$ cat config.mk
export PLATFORM = sky130hd
export DESIGN_NAME = tt_mux_sel_driver
export DESIGN_NICKNAME = d
export VERILOG_FILES = /design/src/rtl/tt_mux_sel_driver.sv
export SDC_FILE = /design/constraint.sdc
export NUM_CORES = 1
export LEC_CHECK = 0
export CAP_MARGIN = 15
export CORE_MARGIN = 5
export CORE_UTILIZATION = 57
export DETAILED_ROUTE_END_ITERATION = 8
export GPL_TIMING_DRIVEN = 0
export PLACE_DENSITY = 0.83
export SETUP_SLACK_MARGIN = 0.1
export SLEW_MARGIN = 0
export SYNTH_ARGS = -nofsm -noshare
export SYNTH_HDL_FRONTEND = slang
export SYNTH_SLANG_ARGS = --single-unit
$ cat constraint.sdc
create_clock -name clk -period 4.4 [get_ports clk]
set_clock_uncertainty 0.1 [all_clocks]
set_input_delay 1.1 -clock clk [delete_from_list [all_inputs] [get_ports clk]]
set_output_delay 1.1 -clock clk [all_outputs]
set_load 0.01 [all_outputs]
$ cat src/rtl/tt_mux_sel_driver.sv
// tt_mux_sel_driver: drives the TT design-select pad protocol (sel_rst_n / sel_inc / ena)
// from a valid/ready address request, using incremental selection when possible.
module tt_mux_sel_driver #(
    parameter int ADDR_W    = 10,
    parameter int ADDR_MAX  = 383,
    parameter int PHASE_CYC = 2
) (
    input  logic              clk,
    input  logic              rst,
    input  logic              req_valid,
    output logic              req_ready,
    input  logic [ADDR_W-1:0] req_addr,
    input  logic              req_ena,
    input  logic              req_fast,
    output logic              done,
    output logic              err,
    output logic [ADDR_W-1:0] cur_addr,
    output logic              ctrl_sel_rst_n,
    output logic              ctrl_sel_inc,
    output logic              ctrl_ena
);
    typedef enum logic [2:0] {IDLE, RST_LO, RST_HI, INC_HI, INC_LO, FINISH} state_t;

    localparam logic [ADDR_W-1:0] AMAX    = ADDR_W'(ADDR_MAX);
    localparam logic [7:0]        PH_LAST = 8'(PHASE_CYC - 1);

    state_t            state_q, state_d;
    logic [7:0]        cnt_q, cnt_d;
    logic [ADDR_W-1:0] n_q, n_d, cur_q, cur_d;
    logic              rst_n_q, rst_n_d, inc_q, inc_d, ena_q, ena_d;
    logic              done_q, done_d, err_q, err_d;
    logic              sel_valid_q, sel_valid_d, req_ena_q, req_ena_d, rej_q, rej_d;
    logic              ph_end, fast_ok;

    assign ph_end  = cnt_q == PH_LAST;
    assign fast_ok = req_fast & sel_valid_q & (req_addr >= cur_q);

    always_comb begin
        state_d     = state_q;
        cnt_d       = cnt_q + 8'd1;
        n_d         = n_q;
        cur_d       = cur_q;
        rst_n_d     = rst_n_q;
        inc_d       = inc_q;
        ena_d       = ena_q;
        done_d      = 1'b0;
        err_d       = 1'b0;
        sel_valid_d = sel_valid_q;
        req_ena_d   = req_ena_q;
        rej_d       = rej_q;
        case (state_q)
            IDLE: if (req_valid) begin
                cnt_d     = '0;
                req_ena_d = req_ena;
                rej_d     = req_addr > AMAX;
                if (req_addr > AMAX) begin
                    state_d = FINISH;
                end else if (fast_ok) begin
                    ena_d   = 1'b0;
                    n_d     = req_addr - cur_q;
                    state_d = (req_addr == cur_q) ? FINISH : INC_HI;
                    inc_d   = req_addr != cur_q;
                    cur_d   = (req_addr == cur_q) ? cur_q : cur_q + 1'b1;
                end else begin
                    ena_d   = 1'b0;
                    n_d     = req_addr;
                    state_d = RST_LO;
                    rst_n_d = 1'b0;
                    cur_d   = '0;
                end
            end
            RST_LO: if (ph_end) begin
                cnt_d   = '0;
                state_d = RST_HI;
                rst_n_d = 1'b1;
            end
            RST_HI, INC_LO: if (ph_end) begin
                cnt_d   = '0;
                state_d = (n_q == '0) ? FINISH : INC_HI;
                inc_d   = n_q != '0;
                cur_d   = (n_q == '0) ? cur_q : cur_q + 1'b1;
            end
            INC_HI: if (ph_end) begin
                cnt_d   = '0;
                state_d = INC_LO;
                inc_d   = 1'b0;
                n_d     = n_q - 1'b1;
            end
            FINISH: begin
                state_d     = IDLE;
                done_d      = 1'b1;
                err_d       = rej_q;
                ena_d       = rej_q ? ena_q : req_ena_q;
                sel_valid_d = sel_valid_q | ~rej_q;
            end
            default: state_d = IDLE;
        endcase
    end

    always_ff @(posedge clk or posedge rst) begin
        if (rst) begin
            state_q     <= IDLE;
            cnt_q       <= '0;
            n_q         <= '0;
            cur_q       <= '0;
            rst_n_q     <= 1'b0;
            inc_q       <= 1'b0;
            ena_q       <= 1'b0;
            done_q      <= 1'b0;
            err_q       <= 1'b0;
            sel_valid_q <= 1'b0;
            req_ena_q   <= 1'b0;
            rej_q       <= 1'b0;
        end else begin
            state_q     <= state_d;
            cnt_q       <= cnt_d;
            n_q         <= n_d;
            cur_q       <= cur_d;
            rst_n_q     <= rst_n_d;
            inc_q       <= inc_d;
            ena_q       <= ena_d;
            done_q      <= done_d;
            err_q       <= err_d;
            sel_valid_q <= sel_valid_d;
            req_ena_q   <= req_ena_d;
            rej_q       <= rej_d;
        end
    end

    assign req_ready      = state_q == IDLE;
    assign done           = done_q;
    assign err            = err_q;
    assign cur_addr       = cur_q;
    assign ctrl_sel_rst_n = rst_n_q;
    assign ctrl_sel_inc   = inc_q;
    assign ctrl_ena       = ena_q;
endmodule

# Word-level counts from Yosys, hierarchy flattened
# Cells that the tools add are included.
[word_totals]
output_inout_bits = 16
romBits = 0
word_cells = 98
latchBits = 0
mem_count = 0
ramBits = 0
ff_bits = 39
input_bits = 15
[op_classes]
addsub = 4
eq_ne = 18
n_reduce_logical = 17
muxes = 41
shift = 0
bitwise_logic = 4
div = 0
multipliers = 0
magnitude_cmp = 2
[ops]
columns = ["cell", "count"]
rows = [
  ["two-way mux 10 bit", 10],
  ["one-hot mux 10 bit (2 select lines)", 2],
  ["two-way mux 3 bit", 8],
  ["two-way mux 8 bit", 2],
  ["!= test 2 bit, second input constant", 8],
  ["one-hot mux 8 bit (2 select lines)", 1],
  ["two-way mux 1 bit", 14],
  ["one-hot mux 3 bit (4 select lines)", 1],
  ["AND reduction 4 bit", 3],
  ["AND reduction 6 bit", 2],
  ["adder 10 x 1 -> 10 bit, second input constant", 1],
  ["equality test 10 bit", 1],
  ["greater-or-equal comparator 10 bit", 1],
  ["> comparator 10 x 9 -> 1 bit, second input constant", 1],
  ["logical NOT 10 bit", 1],
  ["!= test 10 bit", 1],
  ["nonzero test 10 bit", 1],
  ["subtractor 10 x 1 -> 10 bit, second input constant", 1],
  ["subtractor 10 bit", 1],
  ["adder 8 x 1 -> 8 bit, second input constant", 1],
  ["equality test 8 x 1 -> 1 bit, second input constant", 1],
  ["nonzero test 2 bit", 4],
  ["equality test 3 x 2 -> 1 bit, second input constant", 2],
  ["equality test 3 bit, second input constant", 2],
  ["other kinds (14)", 16],
]

# Logic depth before layout (Yosys ltp)
# Gate-level depths: netlist of the first run.
[logic_depth]
depth_word = 6
ltp_mapped = 10
depth_no_buf = 9

# Worst setup path after synthesis of the first run
# No wires, ideal clock.
[synth_timing]
path_type = "input-to-reg"
from = "input port req_addr[0]"
to = "register cur_q[8] (netlist: cur_addr[8])"
slack_ns = 0.749
t_required_ns = 4.190
arrival_ns = 3.441
path_buffers = 1
cell_stages = 10
setup_time_ns = 0.110
path_cell_list = "inv_1 > ha_1 > fa_1 > and2b_1 > o31ai_1 > a2111oi_2 > nor3_1 > or2_2 > buf_4 > o41ai_1"
[synth_between]
elab_chain_len = 6
elab_cells_between_ends = 11
classes_between = "2 x order compare; 3 x eq/ne; 4 x mux; 1 x bitwise; 1 x reduce/logical"
[synth_rtl]
columns = ["item", "line_no", "source"]
rows = [
  ["start, declared", "12", "input logic [ADDR_W-1:0] req_addr,"],
  ["greater-or-equal comparator 10 bit", "36", "assign fast_ok = req_fast & sel_valid_q & (req_addr >= cur_q);"],
  ["bitwise AND 1 bit", "36", ""],
  ["two-way mux 10 bit", "58", "end else if (fast_ok) begin"],
  ["two-way mux 10 bit", "56", "if (req_addr > AMAX) begin"],
  ["two-way mux 10 bit", "52", "IDLE: if (req_valid) begin"],
  ["one-hot mux 10 bit (2 select lines)", "51", "case (state_q)"],
  ["end signal, assigned", "118", "cur_q <= cur_d;"],
  ["end, declared", "29", "logic [ADDR_W-1:0] n_q, n_d, cur_q, cur_d;"],
]
# Parallel ways exist; a longest one is shown, timed or not. The select of a mux whose other input is x is not followed.
# A chain may end at the register's enable or synchronous reset.

# Worst setup path in the final report of the first run
# Same ends and word-level chain as after synthesis.

==> impl_metrics.json, run 1 <==
{
  "status": "completed",
  "worstSkewPairLatency_ns": 0.30,
  "arrival_ns": 4.14,
  "synthFlopType": "dfrtp_1",
  "dpl.hpwl_mm": 4.67,
  "drv_cap": 0,
  "worst_pin_slew_ns": 1.11,
  "die_x_microns": 78.6,
  "num_vias": 2439,
  "synth_top_area_share": 0.364,
  "wirelength_mm": 6.34,
  "switching_share": 0.432,
  "finalNonFillerCells": 400,
  "die_h_microns": 78.6,
  "slew_headroom": 0.256,
  "syn_area_per_cell_sq_um": 8.67,
  "maxSlewViolCount": 0,
  "num_antenna_cells": 0,
  "ys_seq_elements": 39,
  "antenna_found_initial": 0,
  "p_clk_frac": 0.136,
  "worstSetupPathType": "in -> reg",
  "setup_viol": 0,
  "port_buffers": 30,
  "layout-drive-gt1-share": 0.0751,
  "cts_max_path_buffers": 2,
  "min_from": "req_ena_q",
  "r2r_slack_ns": 1.16,
  "fillers": 369,
  "p_per_area_nw_per_um2": 559,
  "cts_inserted_buffers": 5,
  "die-area_sq_um": 6170,
  "path_max_fanout": 10,
  "grt_remaining_overflow": 0,
  "fin_crit_sh": 0.923,
  "row_count": 25,
  "fin_crit_ns": 4.06,
  "clock.fmax_ghz": 0.246,
  "path_clk_slew_ns": 0.08,
  "power.internal_uw": 1000,
  "multi_input_comb_area_sq_um": 1610,
  "nets": 376,
  "power_mw": 1.76,
  "track_usage": 0.213,
  "stdcell_area_sq_um": 3150,
  "dp.cells": 393,
  "worstPathRequired_ns": 4.48,
  "ys_warn_count": 0,
  "r2r_start": "cur_addr[7]",
  "hp-class": "reg -> reg",
  "drtAntennaViolNets": 0,
  "p_seq_frac": 0.339,
  "hold_violations": 0,
  "yosysTopAreaCell": "dfrtp_1",
  "synth_cells": 309,
  "placed_cell_area_sq_um": 3050,
  "cts.sinks": 39,
  "layout_common_cells": "dfrtp_1 (39), nand2_1 (31), clkdlybuf4s50_1 (30)",
  "power_switching_uw": 759,
  "cp-start-kind": "primary input",
  "mostFrequentLayoutCell": "dfrtp_1",
  "synth-edff-count": 0,
  "grt_setup_unrepaired": "no",
  "grt_pass1_wl_mm": 10.6,
  "seqCellArea_sq_um": 976,
  "htreeDepth": 2,
  "core_sq_um": 4630,
  "syn-cell-area_sq_um": 2680,
  "worstReg2RegEnd": "cur_addr[8]",
  "crit_path_cell_trace": "clkdlybuf4s50_1 -> inv_1 -> ha_1 -> fa_1 -> and2b_1 -> o31ai_1 -> a2111oi_4 -> nor3_2 -> or2_2 -> buf_4 -> o41ai_1",
  "max_stage_delay_ns": 0.46,
  "io_pins": 31,
  "cp-end-kind": "register",
  "critPathSlowestCell": "a2111oi_4",
  "initial_core_util": 0.579,
  "synth_seq_area_share": 0.364,
  "syn2layout_area_growth_pct": 17.5,
  "root_buffer": "clkbuf_8",
  "grt_pass1_vias": 2267,
  "reg2regPathDepth": 9,
  "hold_end": "ctrl_ena",
  "postCtsHoldBufs": 0,
  "route.detailed.drc": 0,
  "max-vdd-ir-drop_mv": 0.297,
  "first_pass_iters": 5,
  "post_drt_wl_per_cell_microns": 15.8,
  "pre_cts_slack_ns": -0.187,
  "hold_depth": 2,
  "via_per_inst": 6.10,
  "comb_power_share": 0.525,
  "grt_max_degree": 40,
  "fin_ws_ns": 0.341,
  "cellLeakagePower_nw": 1.31,
  "hold-worst-slack_ns": 0.390,
  "synth.distinct_cells": 60,
  "syn-num-nets": 339,
  "synth-async-reset-ratio": 1.00,
  "gp_congestion": 0.930,
  "ys_top_cells_by_area": "dfrtp_1 (36%), ha_1 (6.5%), nand2_1 (4.3%), nor2_1 (4.1%), a21oi_1 (3.4%)",
  "cts_tree": "done",
  "drt_iter0_drc": 195
}
==> synth_stat cells (2+ instances only) <==
master	count
or3_1	4
o22ai_1	4
and3_1	4
or4b_4	2
mux2i_1	3
o21ai_0	18
and2_1	2
inv_1	17
or2_2	4
nor3b_1	4
o31a_1	3
ha_1	14
xnor2_1	6
a2bb2oi_1	5
nor3_1	13
nand3b_1	3
nand4_1	3
o21a_1	3
a21oi_1	18
clkbuf_1	5
a211oi_1	2
o31ai_1	4
nor2_1	29
nor2b_1	8
nand2_1	31
o221ai_1	2
dfrtp_1	39
a21o_1	4
xor2_1	7
nand3_1	13
a31oi_1	6
==> registers in the layout (all words and copies together) (netlist names) <==
signal and cells:
rej_q 1, req_ena_q 1, sel_valid_q 1, ctrl_ena 1
cnt_q 8, done 1, err 1, state_q 3
ctrl_sel_rst_n 1, n_q 10, cur_addr 10, ctrl_sel_inc 1
==> worst max-delay path, delay by kind of cell <==
| family | cells | cell delay (ns) |
|---|---|---|
| compound gates | 3 | 0.95 |
| simple gates | 3 | 0.78 |
| buf+inv | 3 | 0.68 |
| fa+ha+maj | 2 | 0.61 |
==> what timing repair did <==
action                                  CTS  global route
gates resized for setup                   0             2
endpoints found under the hold margin     0             0
setup buffers                             0             0
endpoints found under the setup margin    0            10
==> power groups by stage <==
stage	Clock [mW]	Sequential, mW	Combinational, mW
floorplan	0	0.591	0.650
global placement	0	0.595	0.890
detailed placement	0	0.602	0.904
CTS	0.242	0.595	0.912
global route	0.259	0.612	1.03
finish	0.239	0.596	0.924
==> worst max-delay path by stage <==
| stage | slack, ns | to | cells after the start | from |
|---|---|---|---|---|
| final | 0.34 | cur_addr[8] | 11 | req_addr[0] |
| after global routing | 0.15 | cur_addr[8] | 9 | req_addr[7] |
| after CTS | 0.12 | cur_addr[8] | 11 | req_addr[0] |
| after detailed placement | -0.19 | cur_addr[8] | 11 | req_addr[0] |
| after global placement | -0.03 | cur_addr[8] | 11 | req_addr[0] |
| after floorplan | 0.75 | cur_addr[8] | 10 | req_addr[0] |
==> per-stage QoR <==
step,util,setup TNS [ns]
4_1_cts,0.676,0
5_1_grt,0.680,0
6_report,0.680,0
3_3_place_gp,0.658,-0.0283
3_5_place_dp,0.658,-0.370
2_1_floorplan,-,0
==> cell type report <==
cell class | instances | share of cell area
buffer | 9 | 0.0159
sequential | 39 | 0.310
tap | 54 | 0.0215
timing repair buffer | 30 | 0.0954
clock buffer | 5 | 0.0219
inverter | 17 | 0.0203
multi-input combinational | 244 | 0.511
clock inverter | 2 | 0.00437
==> cells by family after synthesis <==
logic type / Yosys count / share of synthesized area
AND/OR/NAND/NOR: 127 / 0.244
adder cells (fa/ha/maj): 15 / 0.0729
flip-flops: 39 / 0.364
multiplexers: 4 / 0.0154
AO/OA/AOI/OAI: 85 / 0.218
XOR/XNOR: 13 / 0.0425
buffers and inverters: 26 / 0.0425
==> per-layer routing <==
layer,wire length (microns),track usage,share of wire
met4,108,0.0647,0.017
met2,3020,0.353,0.48
met5,0,0,0
met1,2870,0.286,0.45
met3,339,0.0344,0.054
(Power assumes the default switching activity.)
==> run 2, diff against run 1 <==
--- a/config.mk
+++ b/config.mk
@@ -11,6 +11,7 @@
 export DETAILED_ROUTE_END_ITERATION = 8
 export GPL_TIMING_DRIVEN = 0
 export PLACE_DENSITY = 0.83
+export RECOVER_POWER = 25
 export SETUP_SLACK_MARGIN = 0.1
 export SLEW_MARGIN = 0
 export SYNTH_ARGS = -nofsm -noshare
==> impl_metrics.json, run 2 (synthesis results as in run 1) <==
{
  "status": "finished with violations",
  "violations": "capacitance limit, slew limit",
  "drt_iter0_drc": 194,
  "fin_crit_sh": 0.922,
  "cellLeakagePower_nw": 1.31,
  "mostFrequentLayoutCell": "dfrtp_1",
  "postCtsHoldBufs": 0,
  "route.detailed.drc": 0,
  "die_x_microns": 78.6,
  "maxSlewViolCount": 40,
  "die-area_sq_um": 6170,
  "cts_inserted_buffers": 5,
  "stdcell_area_sq_um": 3150,
  "worstSetupPathType": "in -> reg",
  "via_per_inst": 6.09,
  "max-vdd-ir-drop_mv": 0.296,
  "fin_crit_ns": 4.06,
  "worstPathRequired_ns": 4.48,
  "setup_viol": 0,
  "path_max_fanout": 10,
  "cp-end-kind": "register",
  "dpl.hpwl_mm": 4.67,
  "grt_pass1_wl_mm": 10.6,
  "dr.max_layer_used": "met4",
  "p_per_area_nw_per_um2": 559,
  "utilization": 0.680,
  "die_h_microns": 78.6,
  "num_antenna_cells": 0,
  "root_buffer": "clkbuf_8",
  "htreeDepth": 2,
  "seqCellArea_sq_um": 976,
  "grt_pass1_vias": 2267,
  "hold_violations": 0,
  "drtAntennaViolNets": 0,
  "fin_setup_tns_ns": 0,
  "cp-start-kind": "primary input",
  "worstSkewPairLatency_ns": 0.30,
  "power_mw": 1.76,
  "gp_congestion": 0.930,
  "grt_max_degree": 40,
  "dp.cells": 393,
  "port_buffers": 30,
  "fillers": 369,
  "drv_cap": 1,
  "initial_core_util": 0.579,
  "drt-met1-wl_mm": 2.87,
  "fin_ws_ns": 0.341,
  "post_drt_wl_per_cell_microns": 15.8,
  "worst_pin_slew_ns": 1.54,
  "pre_cts_slack_ns": -0.187,
  "arrival_ns": 4.14,
  "slew_headroom": -0.0267,
  "syn2layout_area_growth_pct": 17.5,
  "num_vias": 2435,
  "cts_resized": 0,
  "layout_common_cells": "dfrtp_1 (39), nand2_1 (31), nor2_1 (29), clkdlybuf4s50_1 (29)",
  "core_sq_um": 4630,
  "route.met2.wl_mm": 3.02,
  "cts_max_path_buffers": 2,
  "hold-worst-slack_ns": 0.390,
  "io_pins": 31,
  "postCtsSetupBuffers": 0,
  "cts_tree": "done",
  "row_count": 25,
  "grt_setup_unrepaired": "no",
  "wirelength_mm": 6.34,
  "track_usage": 0.213,
  "hp-class": "reg -> reg",
  "path_clk_slew_ns": 0.08,
  "clock.fmax_ghz": 0.246,
  "multi_input_comb_area_sq_um": 1610,
  "first_pass_iters": 5,
  "placed_cell_area_sq_um": 3050,
  "met3_length_microns": 336,
  "finalNonFillerCells": 400,
  "cts.sinks": 39,
  "grt_remaining_overflow": 0,
  "antenna_found_initial": 0,
  "layout-drive-gt1-share": 0.0723,
  "nets": 376
}
==> run 2: changes by cell type in the layout (fill, tap and decap cells not counted), sizes merged <==
cell	previous run	this run
dlygate4sd3	0	1
clkdlybuf4s50	30	29
==> run 2: worst max-delay path, stage by stage <==
cell	delay (ns)
clkdlybuf4s50_1	0.45
inv_1	0.05
ha_1	0.22
fa_1	0.39
and2b_1	0.25
o31ai_1	0.14
a2111oi_4	0.46
nor3_2	0.20
or2_2	0.33
buf_4	0.18
o41ai_1	0.35
==> run 2: metal layers <==
metal / GRT usage / up-vias
li1: - / 1192
met1: 0.286 / 1137
met2: 0.353 / 95
met3: 0.0344 / 11
met4: 0.0647 / 0
met5: 0 / -
==> run 2: layout make-up <==
cell class | instances | share of cell area
well taps | 54 | 0.0215
clock inverters | 2 | 0.00437
plain buffers | 9 | 0.0159
inverters | 17 | 0.0203
multi-input cells | 244 | 0.511
flip-flops and latches | 39 | 0.310
repair buffers | 30 | 0.0954
clock buffers | 5 | 0.0219
==> run 2: worst paths after layout <==
kind                            slack, ns          end         from  cells past startpoint
worst max-delay path                 0.34  cur_addr[8]  req_addr[0]                     11
worst min-delay path                 0.39     ctrl_ena    req_ena_q                      2
worst max register to register       1.16  cur_addr[8]  cur_addr[7]                      9
worst min register to register       0.39     ctrl_ena    req_ena_q                      2
max in group asynchronous            1.69  cur_addr[3]          rst                      2
min in group asynchronous            1.60     cnt_q[2]          rst                      2
==> run 2: power breakdown <==
group | switching (mW) | total (mW) | internal [mW]
Sequential | 0.116 | 0.596 | 0.480
Clock | 0.131 | 0.239 | 0.108
Combinational | 0.512 | 0.924 | 0.411
